**config.mk**
```make
export PLATFORM = sky130hd
export DESIGN_NAME = apb_ctrl_ws
export DESIGN_NICKNAME = d
export VERILOG_FILES = /design/src/rtl/apb_ctrl_ws.sv
export SDC_FILE = /design/constraint.sdc
export NUM_CORES = 1
export LEC_CHECK = 0
export CAP_MARGIN = 40
export CORE_MARGIN = 3
export CORE_UTILIZATION = 41
export DETAILED_ROUTE_END_ITERATION = 16
export GPL_TIMING_DRIVEN = 0
export PLACE_DENSITY = 0.92
export SLEW_MARGIN = 20
export SYNTH_ARGS = -nofsm -noshare
export SYNTH_HDL_FRONTEND = slang
export SYNTH_SLANG_ARGS = --single-unit
```
**constraint.sdc**
```tcl
create_clock -name Hclk -period 4.1 [get_ports Hclk]
set_input_delay 0.82 -clock Hclk [delete_from_list [all_inputs] [get_ports Hclk]]
set_output_delay 0.82 -clock Hclk [all_outputs]
set_load 0.05 [all_outputs]
```
**src/rtl/apb_ctrl_ws.sv**
```systemverilog
// AHB-to-APB bridge with wait-state support, per-transfer timeout and a
// two-cycle AHB error response. All outputs are registered on Hclk.
module apb_ctrl_ws #(
  parameter int AW      = 32,
  parameter int DW      = 32,
  parameter int NSLV    = 3,
  parameter int SEL_LSB = 12,
  parameter int TIMEOUT = 16
) (
  input  logic            Hclk,
  input  logic            Hreset,
  input  logic            valid,
  input  logic            Hwrite,
  input  logic [AW-1:0]   Haddr,
  input  logic [DW-1:0]   Hwdata,
  output logic            Hreadyout,
  output logic            Hresp,
  output logic [DW-1:0]   Hrdata,
  output logic [AW-1:0]   Paddr,
  output logic [DW-1:0]   Pwdata,
  output logic            Pwrite,
  output logic [NSLV-1:0] Pselx,
  output logic            Penable,
  input  logic            Pready,
  input  logic            Pslverr,
  input  logic [DW-1:0]   Prdata
);

  localparam int SW = (NSLV > 1) ? $clog2(NSLV) : 1;
  localparam int CW = $clog2(TIMEOUT + 1);
  localparam logic [SW:0]   NSLV_L = NSLV[SW:0];
  localparam logic [CW-1:0] TMAX   = CW'(TIMEOUT - 1);

  localparam logic [2:0] IDLE   = 3'd0;
  localparam logic [2:0] WWAIT  = 3'd1;
  localparam logic [2:0] SETUP  = 3'd2;
  localparam logic [2:0] ACCESS = 3'd3;
  localparam logic [2:0] ERR1   = 3'd4;
  localparam logic [2:0] ERR2   = 3'd5;

  logic [2:0]    state;
  logic [SW-1:0] idx;
  logic [SW-1:0] haddr_idx;
  logic          idx_ok;
  logic [CW-1:0] cnt;

  assign haddr_idx = Haddr[SEL_LSB +: SW];
  assign idx_ok    = ({1'b0, haddr_idx} < NSLV_L);

  function automatic logic [NSLV-1:0] onehot(input logic [SW-1:0] i);
    return NSLV'(1) << i;
  endfunction

  always_ff @(posedge Hclk or posedge Hreset) begin
    if (Hreset) begin
      state     <= IDLE;
      idx       <= '0;
      cnt       <= '0;
      Hreadyout <= 1'b1;
      Hresp     <= 1'b0;
      Hrdata    <= '0;
      Paddr     <= '0;
      Pwdata    <= '0;
      Pwrite    <= 1'b0;
      Pselx     <= '0;
      Penable   <= 1'b0;
    end else begin
      case (state)
        IDLE: begin
          // Hreadyout is always high here, so valid alone qualifies acceptance
          if (valid) begin
            Hreadyout <= 1'b0;
            if (!idx_ok) begin
              state <= ERR1;
              Hresp <= 1'b1;
            end else begin
              Paddr  <= Haddr;
              Pwrite <= Hwrite;
              idx    <= haddr_idx;
              if (Hwrite) begin
                state <= WWAIT;
              end else begin
                state <= SETUP;
                Pselx <= onehot(haddr_idx);
                cnt   <= '0;
              end
            end
          end
        end
        WWAIT: begin
          Pwdata <= Hwdata;
          state  <= SETUP;
          Pselx  <= onehot(idx);
          cnt    <= '0;
        end
        SETUP: begin
          Penable <= 1'b1;
          state   <= ACCESS;
        end
        ACCESS: begin
          // Pready wins over the timeout on the final permitted cycle
          if (Pready) begin
            Pselx   <= '0;
            Penable <= 1'b0;
            if (!Pwrite) Hrdata <= Prdata;
            if (Pslverr) begin
              state <= ERR1;
              Hresp <= 1'b1;
            end else begin
              state     <= IDLE;
              Hreadyout <= 1'b1;
            end
          end else if (cnt == TMAX) begin
            Pselx   <= '0;
            Penable <= 1'b0;
            state   <= ERR1;
            Hresp   <= 1'b1;
          end else begin
            cnt <= cnt + 1'b1;
          end
        end
        ERR1: begin
          state     <= ERR2;
          Hreadyout <= 1'b1;
        end
        ERR2: begin
          state <= IDLE;
          Hresp <= 1'b0;
        end
        default: begin
          state     <= IDLE;
          Hreadyout <= 1'b1;
          Hresp     <= 1'b0;
          Pselx     <= '0;
          Penable   <= 1'b0;
        end
      endcase
    end
  end

endmodule

```
### Word-level counts from Yosys, hierarchy flattened

Cells that the tools add are included.

| word-level totals | value |
|---|---|
| bits in registers | 113 |
| input bits | 102 |
| output and inout bits | 103 |
| word-level logic and storage cells | 82 |

| cells by class | value |
|---|---|
| $add $sub $neg | 1 |
| $lt $le $gt $ge | 1 |
| equality and inequality tests | 16 |
| shifts and indexed selects | 2 |
| multiplexer cells | 32 |
| bitwise operators | 5 |
| reduce and logical (&&, ||, !) cells | 14 |

Operator list:

| operator | count |
|---|---|
| 2-to-1 mux 3 bit | 10 |
| 2-to-1 mux 5 bit | 5 |
| inequality test 2 bit, second input constant | 8 |
| case mux 3 bit (5 select lines) | 1 |
| case mux 5 bit (3 select lines) | 1 |
| case mux 3 bit (4 select lines) | 1 |
| 2-to-1 mux 1 bit | 10 |
| AND reduction 5 bit | 2 |
| case mux 1 bit (3 select lines) | 3 |
| OR reduction 3 bit | 3 |
| equality test 3 x 2 -> 1 bit, second input constant | 2 |
| equality test 3 bit, second input constant | 2 |
| inequality test 3 bit, second input constant | 2 |
| AND reduction 3 bit | 2 |
| AND reduction 6 bit | 1 |
| left shift 1 x 2 -> 3 bit, first input constant | 2 |
| adder 5 x 1 -> 5 bit, second input constant | 1 |
| equality test 5 x 4 -> 1 bit, second input constant | 1 |
| NOT 1 bit | 5 |
| AND reduction 2 bit | 2 |
| AND reduction 4 bit | 1 |
| OR reduction 4 bit | 1 |
| equality test 3 x 1 -> 1 bit, second input constant | 1 |
| logical NOT 3 bit | 1 |
| 3 further kinds | 3 |

### Logic depth before layout (Yosys ltp)

Gate-level depths: netlist of run 1.

| depth | value |
|---|---|
| word-level depth | 5 |
| depth in mapped cells | 7 |
| mapped depth without buffers | 7 |

### Least setup slack after synthesis of run 1

OpenSTA, ideal clock, no wires.

| timing | value |
|---|---|
| path type | register to register |
| start point | reg cnt[0] |
| end point | reg Pselx[0] |
| arrival | 2,047 ps |
| required time | 3,975 ps |
| setup slack | 1,929 ps |
| cell stages (with the launch flop) | 8 |
| buffers on the path | 0 |
| cells stage by stage | dfrtp_1 -> ha_1 -> and3_1 -> ha_1 -> or3b_1 -> a221oi_2 -> a221oi_2 -> mux2_2 |

| on the way | value |
|---|---|
| longest elaborated chain between the ends | 3 |

Ends and longest elaborated chain:

| element | line | source |
|---|---|---|
| from (decl) | 45 | `logic [CW-1:0] cnt;` |
| from (signal assigned) | 119 | `cnt <= cnt + 1'b1;` |
| equality test 5 x 4 -> 1 bit | 113 | `end else if (cnt == TMAX) begin` |
| inequality test 3 bit (no line) | - |  |
| AND reduction 5 bit (no line) | - |  |
| to (signal assigned) | 84 | `Pselx <= onehot(haddr_idx);` |
| to (signal assigned) | 93 | `Pselx <= onehot(idx);` |
| to (decl) | 22 | `output logic [NSLV-1:0] Pselx,` |

No other way between the ends.
A chain may end at the register's enable or synchronous reset.

### Worst setup path after layout of run 1

| timing | value |
|---|---|
| start point | reg Hreadyout |
| end point | out Hreadyout |

RTL lines:

| element | line | source |
|---|---|---|
| from (decl) | 16 | `output logic Hreadyout,` |
| from (signal assigned) | 59 | `Hreadyout <= 1'b1;` |
| from (signal assigned) | 72 | `Hreadyout <= 1'b0;` |
| from (signal assigned) | 111 | `Hreadyout <= 1'b1;` |

No word-level cell between the ends.

==> results of run 1 <==
## worst paths after layout
path,to,depth (start not counted)
min reg2reg,cnt[0],1
max,Hreadyout,1
max in group asynchronous,Hreadyout,3
min,cnt[0],1
max reg2reg,Pselx[1],7
min in group asynchronous,Paddr[29],2
## layout by cell type (no fill, tap or decap), drive strengths merged, types with 2 or more instances in the layout
| cell type | count |
|---|---|
| a21oi | 4 |
| a221oi | 3 |
| a31oi | 3 |
| and3 | 3 |
| buf | 13 |
| bufinv | 3 |
| clkbuf | 11 |
| clkdlybuf4s50 | 204 |
| dfrtp | 110 |
| ha | 2 |
| inv | 8 |
| mux2 | 102 |
| mux2i | 4 |
| nand2 | 8 |
| nand3 | 3 |
| nand3b | 2 |
| nor2 | 9 |
| nor2b | 4 |
| nor3 | 2 |
| nor3b | 2 |
| o21a | 2 |
| o21ai | 2 |
| o22ai | 2 |
## layout make-up
type	instances	area, sq um	area share [%]
flip-flops and latches	111	2780	39.9
repair buffers	205	2070	29.7
multi-input cells	166	1590	22.8
well taps	136	170	2.44
clock buffers	10	138	1.98
clock inverters	6	115	1.65
plain buffers	13	73.8	1.06
inverters	7	31.3	0.449
## metrics by stage
stage | util, % | area (sq um)
6_report | 66.6 | 6970
5_1_grt | 66.6 | 6970
4_1_cts | 66.6 | 6970
3_5_place_dp | 64.2 | 6720
3_3_place_gp | 63.9 | 6680
2_1_floorplan | - | 4470
## routing by layer
metal | wire length (um) | share of wire [%] | vias up
met3 | 995 | 9.0 | 18
met4 | 240 | 2.2 | 0
met1 | 4240 | 38 | 1585
met2 | 5620 | 51 | 157
li1 | - | - | 1487
met5 | 0 | 0 | -
## flip-flops by register name (all words and copies together), names as in the netlist
register and flops:
cnt 5, Pwdata 32, state 3, Paddr 32, Hrdata 32, Pwrite 1
Pselx 3, Penable 1, Hresp 1, Hreadyout 1
## power by group through the flow
stage	Clock (mW)	Sequential, mW	Combinational, mW
2_1_floorplan	0	3.72	0.957
3_3_place_gp	0	1.91	4.07
3_5_place_dp	0	1.96	4.14
4_1_cts	0.821	1.93	4.15
5_1_grt	0.867	2.00	4.29
6_report	0.791	1.93	4.11
## kinds of logic (layout without fill, tap and decap cells)
logic type      Yosys count  after routing  synth area share [%]
compound gates           21             21                  3.53
buf+inv                  20            241                  2.24
flops                   111            111                  62.2
fa+ha+maj                 2              2                 0.560
simple gates             37             37                  4.93
mux                     106            106                  26.6
==> metrics.md, run 1 <==
| Metric | Value |
|---|---|
| Row count | `37` |
| DIE HEIGHT | `110 um` |
| Flop pwr share | `28.2%` |
| Met1 Use GR | `21.5%` |
| DRC | `0` |
| Tmin final | `2.57 ns` |
| Number of global-route vias before repair | `3601` |
| Slowest cell delay on critical path | `0.84 ns` |
| Clock skew | `0.0148 ns` |
| CP Launch Type | `register` |
| Net Sw Frac | `46.9%` |
| Fill count | `764` |
| Yosys cell types | `35` |
| Psw | `3.20 mW` |
| Gr usage total | `18.7%` |
| Total number of vias | `3247` |
| Pwr Total | `6.83 mW` |
| Hold Startpoint | `cnt[0]` |
| Yosys Warn Count | `0` |
| Synth Flop Type | `dfrtp_1` |
| Clk_lat worst skew | `0.37 ns` |
| Total clock sinks | `111` |
| Worst path slowest cell | `clkdlybuf4s50_1` |
| CP required | `3.28 ns` |
| Initial drt markers | `150` |
| M3 GR Usage | `6.41%` |
| CTS H-tree depth | `3` |
| Global route overflow | `0` |
| Die X | `110 um` |
| Setup TNS | `0 ns` |
| Final WL | `11100 um` |
| CTS Hold Bufs | `0` |
| Final worst-path cycle share | `62.7%` |
| Antenna violations before repair | `0` |
| Crit end category | `output pin` |
| GR Layer Usage met2 | `32.1%` |
| Status | `completed` |
| CP delay by family, top | `buffers and inverters` |
| Hold Path Class | `reg2reg` |
| TritonRoute pass-1 iters | `4` |
| RSZ-0062 raised after global routing | `false` |
| P_int | `3.63 mW` |
| Power Dens Cells | `980 mW/mm^2` |
| Max-cap violations | `0` |
| # setup viols final | `0` |
| Die Area | `0.0122 sq mm` |
| Clk pwr share | `11.6%` |
| #FFs+latches synth | `111` |
| Layout cells sized above 1 | `26.6%` |
| Final Max Slew Viols | `0` |
| Post-synth top cells | `110 x dfrtp_1, 102 x mux2_2, 9 x nor2_1` |
| Final Wtd Congestion | `0.867` |
| PortBufs | `204` |
| # resized after CTS | `0` |
| DR vias/cell | `4.96` |
| CP bufs+invs | `1` |
| Clock Path Buffers | `2` |
| Worst ir drop on vdd | `639 uV` |
| Fmax | `0.389 GHz` |
| Crit path cell chain | `clkdlybuf4s50_1` |
| Placed Cells | `638` |
| Yosys top cell area share | `61.6%` |
| Area leader, netlist | `dfrtp_1` |
| TritonCTS clock tree | `yes` |
| Worst R2R Start | `cnt[0]` |
| Average size of a mapped cell | `15.1 sq um` |
| Asr flop ratio synth | `100%` |
| CTS Buf Count | `9` |
| Antenna viol nets, final | `0` |
| Dpl hpwl | `8700 um` |
| Register area share after synthesis | `62.2%` |
| Pre-CTS setup slack | `1.41 ns` |
| Final worst slack | `1.53 ns` |
| Critical Path Fanout Max | `3` |
| Final std cells w/o fill | `654` |
| First-pass GRT wire length | `18500 um` |
| Worst setup path start | `Hreadyout` |
| CTS Root Cell | `clkbuf_8` |
| Leak Pwr | `2.93 nW` |
| Postcts setup bufs | `0` |
| Synthesis-to-layout area growth | `55.9%` |
| Cells after Synth | `297` |
| Rel. slew slack | `61.3%` |
| Hold Vio Cnt, Final | `0` |
| Syn Nets | `401` |
| Wirelength per Cell | `17.0 um` |
| Most Used Layer, Global Route | `met2` |
| Initial Utilization | `42.7%` |
| Mapped Area | `0.00447 sq mm` |
| Gate power share | `60.2%` |
| Worst hold slack | `0.509 ns` |
| # diodes | `0` |
| Core area | `0.0105 sq mm` |
| Io pins | `205` |
| CTS clk-pin slew, worst paths | `0.10 ns` |
| Total Nets Final | `617` |
| Post-synth EDFFs | `0` |
| Slew @ Worst Pin | `0.578 ns` |
| Worst path arrival time | `1.75 ns` |
| WS Path Type | `reg2out` |
| Ranking of synthesized cells by area | `dfrtp_1 62%, mux2_2 26%, buf_2 0.90%` |
| Most frequent cell after synthesis | `dfrtp_1` |
| Largest net degree at the start of global routing | `69` |
| Worst reg-to-reg setup slack | `1.66 ns` |
(Power assumes the default switching activity.)
==> run 2: changes to the inputs <==
--- a/config.mk
+++ b/config.mk
@@ -7,10 +7,10 @@
 export LEC_CHECK = 0
 export CAP_MARGIN = 40
 export CORE_MARGIN = 3
-export CORE_UTILIZATION = 41
+export CORE_UTILIZATION = 37
 export DETAILED_ROUTE_END_ITERATION = 16
 export GPL_TIMING_DRIVEN = 0
-export PLACE_DENSITY = 0.92
+export PLACE_DENSITY = 0.88
 export SLEW_MARGIN = 20
 export SYNTH_ARGS = -nofsm -noshare
 export SYNTH_HDL_FRONTEND = slang
==> constraint.sdc (replaced) <==
create_clock -name Hclk -period 2.1 [get_ports Hclk]
set_input_delay 0.42 -clock Hclk [delete_from_list [all_inputs] [get_ports Hclk]]
set_output_delay 0.42 -clock Hclk [all_outputs]
set_load 0.05 [all_outputs]
==> run 2 against run 1 <==
The run now ends with setup timing left; die area grew 10%; sequential cell count is the same; count of clock-buffer cells in the layout grew 2; critical path type is now reg2reg; critical endpoint is now Pselx[2]; highest routed layer unchanged.
==> metrics.md, run 2 (synthesis results as in run 1) <==
| Metric | Value |
|---|---|
| Total clock sinks | `111 (unchanged)` |
| Synthesis-to-layout area growth | `59.6%` |
| First-pass GRT wire length | `17700 um (-3.8%)` |
| Status | `finished, violations left` |
| DR vias/cell | `4.86 (-2.2%)` |
| Placed Cells | `647 (+1.4%)` |
| CTS clk-pin slew, worst paths | `0.07 ns (-0.03 ns)` |
| Top Registers | `Hrdata (32), Paddr (32), Pwdata (32)` |
| Most common cell after layout, fill and taps aside | `clkdlybuf4s50_1` |
| Area of the multi-input gates | `0.00165 sq mm (+3.5%)` |
| Final worst slack | `-0.108 ns (-1.64 ns)` |
| Final worst-path cycle share | `105%` |
| Initial drt markers | `196 (+31%)` |
| Hold Path Class | `in2async` |
| Hold Vio Cnt, Final | `0 (unchanged)` |
| Gr usage total | `17.0% (-1.7 points)` |
| Io pins | `205 (unchanged)` |
| TritonCTS clock tree | `yes` |
| Rel. slew slack | `63.6% (+2.2 points)` |
| Final Wtd Congestion | `0.798 (-8.0%)` |
| CP Launch Type | `register` |
| CP required | `2.33 ns (-0.95 ns)` |
| Dpl hpwl | `8670 um (-0.36%)` |
| Final WL | `11300 um (+1.5%)` |
| Gate power share | `59.6% (-0.6 points)` |
| P_int | `7.28 mW (+100%)` |
| Max layer used | `met4` |
| Die X | `116 um (+5.0%)` |
| Leak Pwr | `3.00 nW (+2.2%)` |
| Power Dens Cells | `1900 mW/mm^2 (+94%)` |
| Clock Path Buffers | `2 (unchanged)` |
| Psw | `6.29 mW (+97%)` |
| CP delay by family, top | `simple AND/OR/NAND/NOR gates` |
| Slowest cell delay on critical path | `0.41 ns (-0.43 ns)` |
| Row count | `39 (+5.4%)` |
| Total number of vias | `3230 (-0.52%)` |
| Antenna viol nets, final | `0 (unchanged)` |
| Global route overflow | `0 (unchanged)` |
| Fmax | `0.453 GHz` |
| Core area | `0.0116 sq mm (+11%)` |
| M1 WL | `4190 um (-1.4%)` |
| Clock skew | `0.00450 ns (-0.0103 ns)` |
| Flop pwr share | `27.9% (-0.3 points)` |
| Total Nets Final | `622 (+0.81%)` |
| CTS Buf Count | `9 (unchanged)` |
| Most frequent cells in the layout | `202 x clkdlybuf4s50_1, 110 x dfrtp_1, 101 x mux2_2` |
| Worst path arrival time | `2.43 ns (+0.68 ns)` |
| CP most frequent cell | `a221oi_4` |
| Antenna violations before repair | `0 (unchanged)` |
| Met2 wire length | `5800 um (+3.3%)` |
| TritonRoute pass-1 iters | `4 (unchanged)` |
| Seq. cell area | `0.00278 sq mm (unchanged)` |
| DIE HEIGHT | `116 um (+5.0%)` |
| Worst path slowest cell | `dfrtp_1` |
| Tmin final | `2.21 ns` |
| Worst reg-to-reg setup slack | `-0.11 ns (-1.77 ns)` |
| Clk pwr share | `12.5% (+0.9 points)` |
| CTS H-tree depth | `3 (unchanged)` |
| Setup TNS | `-0.348 ns (-0.348 ns)` |
| # diodes | `0 (unchanged)` |
| Final Max Slew Viols | `0 (unchanged)` |
| # setup viols final | `4 (+4)` |
| Crit end category | `register` |
| RSZ-0062 raised after global routing | `true` |
| Critical Path Fanout Max | `3 (unchanged)` |
| Die Area | `0.0134 sq mm (+10%)` |
| Initial Utilization | `38.5% (-4.2 points)` |
| Largest net degree at the start of global routing | `38 (-45%)` |
| Pwr Total | `13.6 mW (+99%)` |
| Slew @ Worst Pin | `0.545 ns (-0.0335 ns)` |
| Worst ir drop on vdd | `1300 uV (+100%)` |
| PortBufs | `204 (unchanged)` |
| CP bufs+invs | `0 (-1)` |
| Final std cells w/o fill | `665 (+1.7%)` |
| DRC | `0 (unchanged)` |
| Clk_lat worst skew | `0.34 ns (-0.03 ns)` |
| Layout cells sized above 1 | `28.0% (+1.3 points)` |
| Net Sw Frac | `46.3% (-0.52 points)` |
| Met3 wire length | `1080 um (+8.3%)` |
| Worst hold slack | `0.371 ns (-0.138 ns)` |
| Max-cap violations | `0 (unchanged)` |
| Violated checks | `setup timing` |
| Wirelength per Cell | `16.9 um (-0.16%)` |
| Crit path cell chain | `ha_2 -> and3_4 -> ha_4 -> or3b_4 -> a221oi_4 -> a221oi_4 -> mux2_4` |
| Fill count | `916 (+20%)` |
| Number of global-route vias before repair | `3581 (-0.56%)` |
| CTS Root Cell | `clkbuf_16` |
| WS Path Type | `reg2reg` |
[run 2: cell types whose count changed in the layout (fill, tap and decap cells not counted), sizes merged]
| cell | before | now |
|---|---|---|
| dlygate4sd2 | 0 | 2 |
| bufinv | 3 | 1 |
| inv | 8 | 6 |
| clkdlybuf4s50 | 204 | 202 |
| clkinvlp | 1 | 2 |
| clkbuf | 11 | 12 |
| buf | 13 | 19 |
[run 2: final cells by class]
| type | instances | area share, % |
|---|---|---|
| Sequential cell | 111 | 39.0 |
| Timing Repair Buffer | 211 | 29.9 |
| Multi-Input combinational cell | 166 | 23.1 |
| Clock buffer | 12 | 3.60 |
| Tap cell | 143 | 2.51 |
| Buffer | 12 | 0.982 |
| Clock inverter | 3 | 0.596 |
| Inverter | 7 | 0.421 |
[run 2: path summary, 6_finish.rpt]
| check | to | start | cells past startpoint |
|---|---|---|---|
| max | Pselx[2] | cnt[0] | 7 |
| min | Hrdata[24] | Hreset | 2 |
| max reg2reg | Pselx[2] | cnt[0] | 7 |
| min reg2reg | cnt[3] | cnt[3] | 1 |
| max in group asynchronous | Hreadyout | Hreset | 4 |
| min in group Hclk | cnt[3] | cnt[3] | 1 |
[run 2: routing by layer]
metal / vias to the layer above / global-route usage, %
li1: 1490 / -
met2: 148 / 29.7
met5: - / 0
met4: 0 / 6.34
met3: 13 / 6.53
met1: 1579 / 18.7
[run 2: timing repair]
item / in CTS / in global routing
setup buffers: 4 / 0
pin swaps: 2 / 1
gates resized for setup: 8 / 1
hold buffers: 0 / 0
setup endpoints to repair: 6 / 11
[run 2: through the flow]
stage               setup WS [ns]  cell area, sq um  util, %
finish                     -0.108              7130     61.4
global route               -0.147              7130     61.4
CTS                       -0.0744              7130     61.4
detailed placement         -0.149              6760     58.2
global placement           -0.668              6700     57.7
floorplan                 0.00890              4480        -
[run 2: worst reg2reg max path: stages, from the launching register on]
cell      delay [ns]
dfrtp_1         0.41
ha_2            0.19
and3_4          0.19
ha_4            0.16
or3b_4          0.40
a221oi_4        0.35
a221oi_4        0.08
mux2_4          0.32
[run 2: power groups by stage]
stage / Clock (mW) / Combinational [mW] / Sequential, mW
after global routing: 1.85 / 8.46 / 3.93
after floorplan: 0 / 1.87 / 7.26
final: 1.70 / 8.08 / 3.79
after global placement: 0 / 7.93 / 3.75
after CTS: 1.77 / 8.16 / 3.80
after detailed placement: 0 / 8.07 / 3.83
==> run 3: changes to the inputs <==
--- a/config.mk
+++ b/config.mk
@@ -10,7 +10,7 @@
 export CORE_UTILIZATION = 37
 export DETAILED_ROUTE_END_ITERATION = 16
 export GPL_TIMING_DRIVEN = 0
-export PLACE_DENSITY = 0.88
+export PLACE_DENSITY_LB_ADDON = 0.3
 export SLEW_MARGIN = 20
 export SYNTH_ARGS = -nofsm -noshare
 export SYNTH_HDL_FRONTEND = slang
==> run 3 against run 2 <==
The run still ends with setup timing left; count of clock-buffer cells in the layout is the same; via count about the same; die area unchanged; clock skew rose by 0.0023 ns; critical path depth is the same; non-clock buffer count up 1; worst setup slack improved by 0.013 ns; first-iteration DRC count fell by 46%; maximum frequency is 0.61% higher; utilization shrank 0.24 points; global-route usage decreased by 0.72 points; critical path type unchanged.
==> metrics.md, run 3 (synthesis results as in run 1) <==
| Metric | Value |
|---|---|
| Status | `finished, violations left` |
| Final Max Slew Viols | `0 (unchanged)` |
| Most common cell after layout, fill and taps aside | `clkdlybuf4s50_1` |
| Largest net degree at the start of global routing | `35 (-7.9%)` |
| Design area | `0.00711 sq mm (-0.39%)` |
| Total clock sinks | `111 (unchanged)` |
| Rel. slew slack | `58.1% (-5.4 points)` |
| PortBufs | `204 (unchanged)` |
| Slew @ Worst Pin | `0.627 ns (+0.0819 ns)` |
| Hold Path Class | `reg2reg` |
| CTS clk-pin slew, worst paths | `0.07 ns (about the same)` |
| # setup viols final | `4 (unchanged)` |
| RSZ-0062 raised after global routing | `true` |
| Synthesis-to-layout area growth | `58.9%` |
| Most frequent cells in the layout | `203 x clkdlybuf4s50_1, 110 x dfrtp_1, 101 x mux2_2` |
| Worst path arrival time | `2.42 ns (about the same)` |
| Initial drt markers | `106 (-46%)` |
| Top Registers | `Hrdata (32), Paddr (32), Pwdata (32)` |
| Core area | `0.0116 sq mm (unchanged)` |
| First-pass GRT wire length | `17100 um (-3.5%)` |
| Gr usage total | `16.2% (-0.72 points)` |
| Violated checks | `setup timing` |
| Layout cells sized above 1 | `27.9% (-0.11 points)` |
| Clock Path Buffers | `2 (unchanged)` |
| Tmin final | `2.19 ns (-0.0134 ns)` |
| Antenna viol nets, final | `0 (unchanged)` |
| TritonCTS clock tree | `yes` |
| Leak Pwr | `2.98 nW (-0.73%)` |
| Total Nets Final | `623 (+0.16%)` |
| CTS H-tree depth | `3 (unchanged)` |
| Final std cells w/o fill | `667 (+0.30%)` |
| Global route overflow | `0 (unchanged)` |
| Antenna violations before repair | `0 (unchanged)` |
| DR vias/cell | `4.85 (-0.24%)` |
| Final worst slack | `-0.0948 ns (+0.0134 ns)` |
| Flop pwr share | `28.1% (+0.2 points)` |
| Clock skew | `0.00675 ns (+0.00225 ns)` |
| Power Dens Cells | `1890 mW/mm^2 (-0.82%)` |
| TritonRoute pass-1 iters | `4 (unchanged)` |
| DIE HEIGHT | `116 um (unchanged)` |
| Io pins | `205 (unchanged)` |
| Gate power share | `60.5% (+0.9 points)` |
| CTS Root Cell | `clkbuf_16` |
| Row count | `39 (unchanged)` |
| Final WL | `11000 um (-2.6%)` |
| WS Path Type | `reg2reg` |
| Final Wtd Congestion | `0.799 (+0.11%)` |
| Die Area | `0.0134 sq mm (unchanged)` |
| Fmax | `0.456 GHz (+0.61%)` |
| CP required | `2.33 ns (about the same)` |
| Net Sw Frac | `46.9% (+0.53 points)` |
| Post-placement cell area | `0.00676 sq mm (unchanged)` |
| Crit end category | `register` |
| Dpl hpwl | `8470 um (-2.2%)` |
| Pwr Total | `13.4 mW (-1.2%)` |
| DRC | `0 (unchanged)` |
| Final worst-path cycle share | `105% (-0.64 points)` |
| Psw | `6.28 mW (about the same)` |
| Die X | `116 um (unchanged)` |
| Initial Utilization | `38.5% (unchanged)` |
| Wirelength per Cell | `16.4 um (-2.9%)` |
| Total number of vias | `3232 (+0.062%)` |
| CTS Buf Count | `9 (unchanged)` |
| CP Launch Type | `register` |
| Max-cap violations | `0 (unchanged)` |
| P_int | `7.13 mW (-2.2%)` |
| Worst ir drop on vdd | `960 uV (-26%)` |
| Util after Layout | `61.2% (-0.24 points)` |
| Clk_lat worst skew | `0.34 ns (about the same)` |
| # diodes | `0 (unchanged)` |
| Hold Vio Cnt, Final | `0 (unchanged)` |
| Placed Cells | `647 (unchanged)` |
| Clk pwr share | `11.5% (-1.0 points)` |
| Number of global-route vias before repair | `3480 (-2.8%)` |
| Critical Path Fanout Max | `3 (unchanged)` |
==> run 3: cell types whose count changed in the layout (fill, tap and decap cells not counted), sizes merged <==
cell	previous run	this run
bufinv	1	0
clkbuf	12	13
clkdlybuf4s50	202	203
clkinv	1	2
clkinvlp	2	3
dlygate4sd2	2	1
==> run 3: layout make-up <==
class	instances	area, sq um
buffer	13	73.8
timing repair buffer	211	2130
tap	143	179
sequential	111	2780
clock inverter	4	25.0
fill	974	4510
clock buffer	12	236
inverter	7	30.0
multi-input combinational	166	1650
==> run 3: critical path, stage by stage, from the launching register on <==
cell,delay (ns)
dfrtp_1,0.38
ha_2,0.20
and3_4,0.19
ha_4,0.15
or3b_4,0.40
a221oi_4,0.37
a221oi_4,0.08
mux2_4,0.32
==> run 3: worst paths after layout <==
kind | start | end | slack [ns] | depth (start not counted)
max in group asynchronous | Hreset | Hreadyout | 1.00 | 3
min in group asynchronous | Hreset | Pwdata[17] | 0.51 | 2
hold / removal | cnt[3] | cnt[3] | 0.50 | 1
setup reg to reg | cnt[0] | Pselx[1] | -0.09 | 7
hold reg to reg | cnt[3] | cnt[3] | 0.50 | 1
setup / recovery | cnt[0] | Pselx[1] | -0.09 | 7
==> run 3: metrics by stage <==
stage	setup TNS, ns	hold WS, ns	worst slack (ns)
finish	-0.283	0.498	-0.0948
global route	-0.527	0.507	-0.157
CTS	-0.307	0.492	-0.104
detailed placement	-2.29	0.468	-0.167
global placement	-80.88	0.462	-0.728
floorplan	0	0.443	0.00890
==> run 3: what timing repair did <==
| item | CTS | global route |
|---|---|---|
| setup buffers | 4 | 0 |
| endpoints found under the setup margin | 5 | 28 |
| gates resized for setup | 8 | 1 |
| hold buffers | 0 | 0 |
| pin swaps | 3 | 1 |
==> run 3: routing by layer <==
| layer | wire [um] | global-route usage [%] | vias to the layer above |
|---|---|---|---|
| met5 | 0 | 0 | - |
| met4 | 129 | 4.87 | 0 |
| met3 | 1070 | 6.37 | 9 |
| met2 | 5720 | 29.2 | 133 |
| met1 | 4050 | 17.7 | 1589 |
| li1 | - | - | 1501 |
==> run 3: power by group through the flow <==
stage | Sequential, mW | Clock, mW | Combinational [mW]
2_1_floorplan | 7.26 | 0 | 1.87
3_3_place_gp | 3.74 | 0 | 7.97
3_5_place_dp | 3.81 | 0 | 8.07
4_1_cts | 3.78 | 1.60 | 8.19
5_1_grt | 3.90 | 1.67 | 8.46
6_report | 3.76 | 1.54 | 8.11
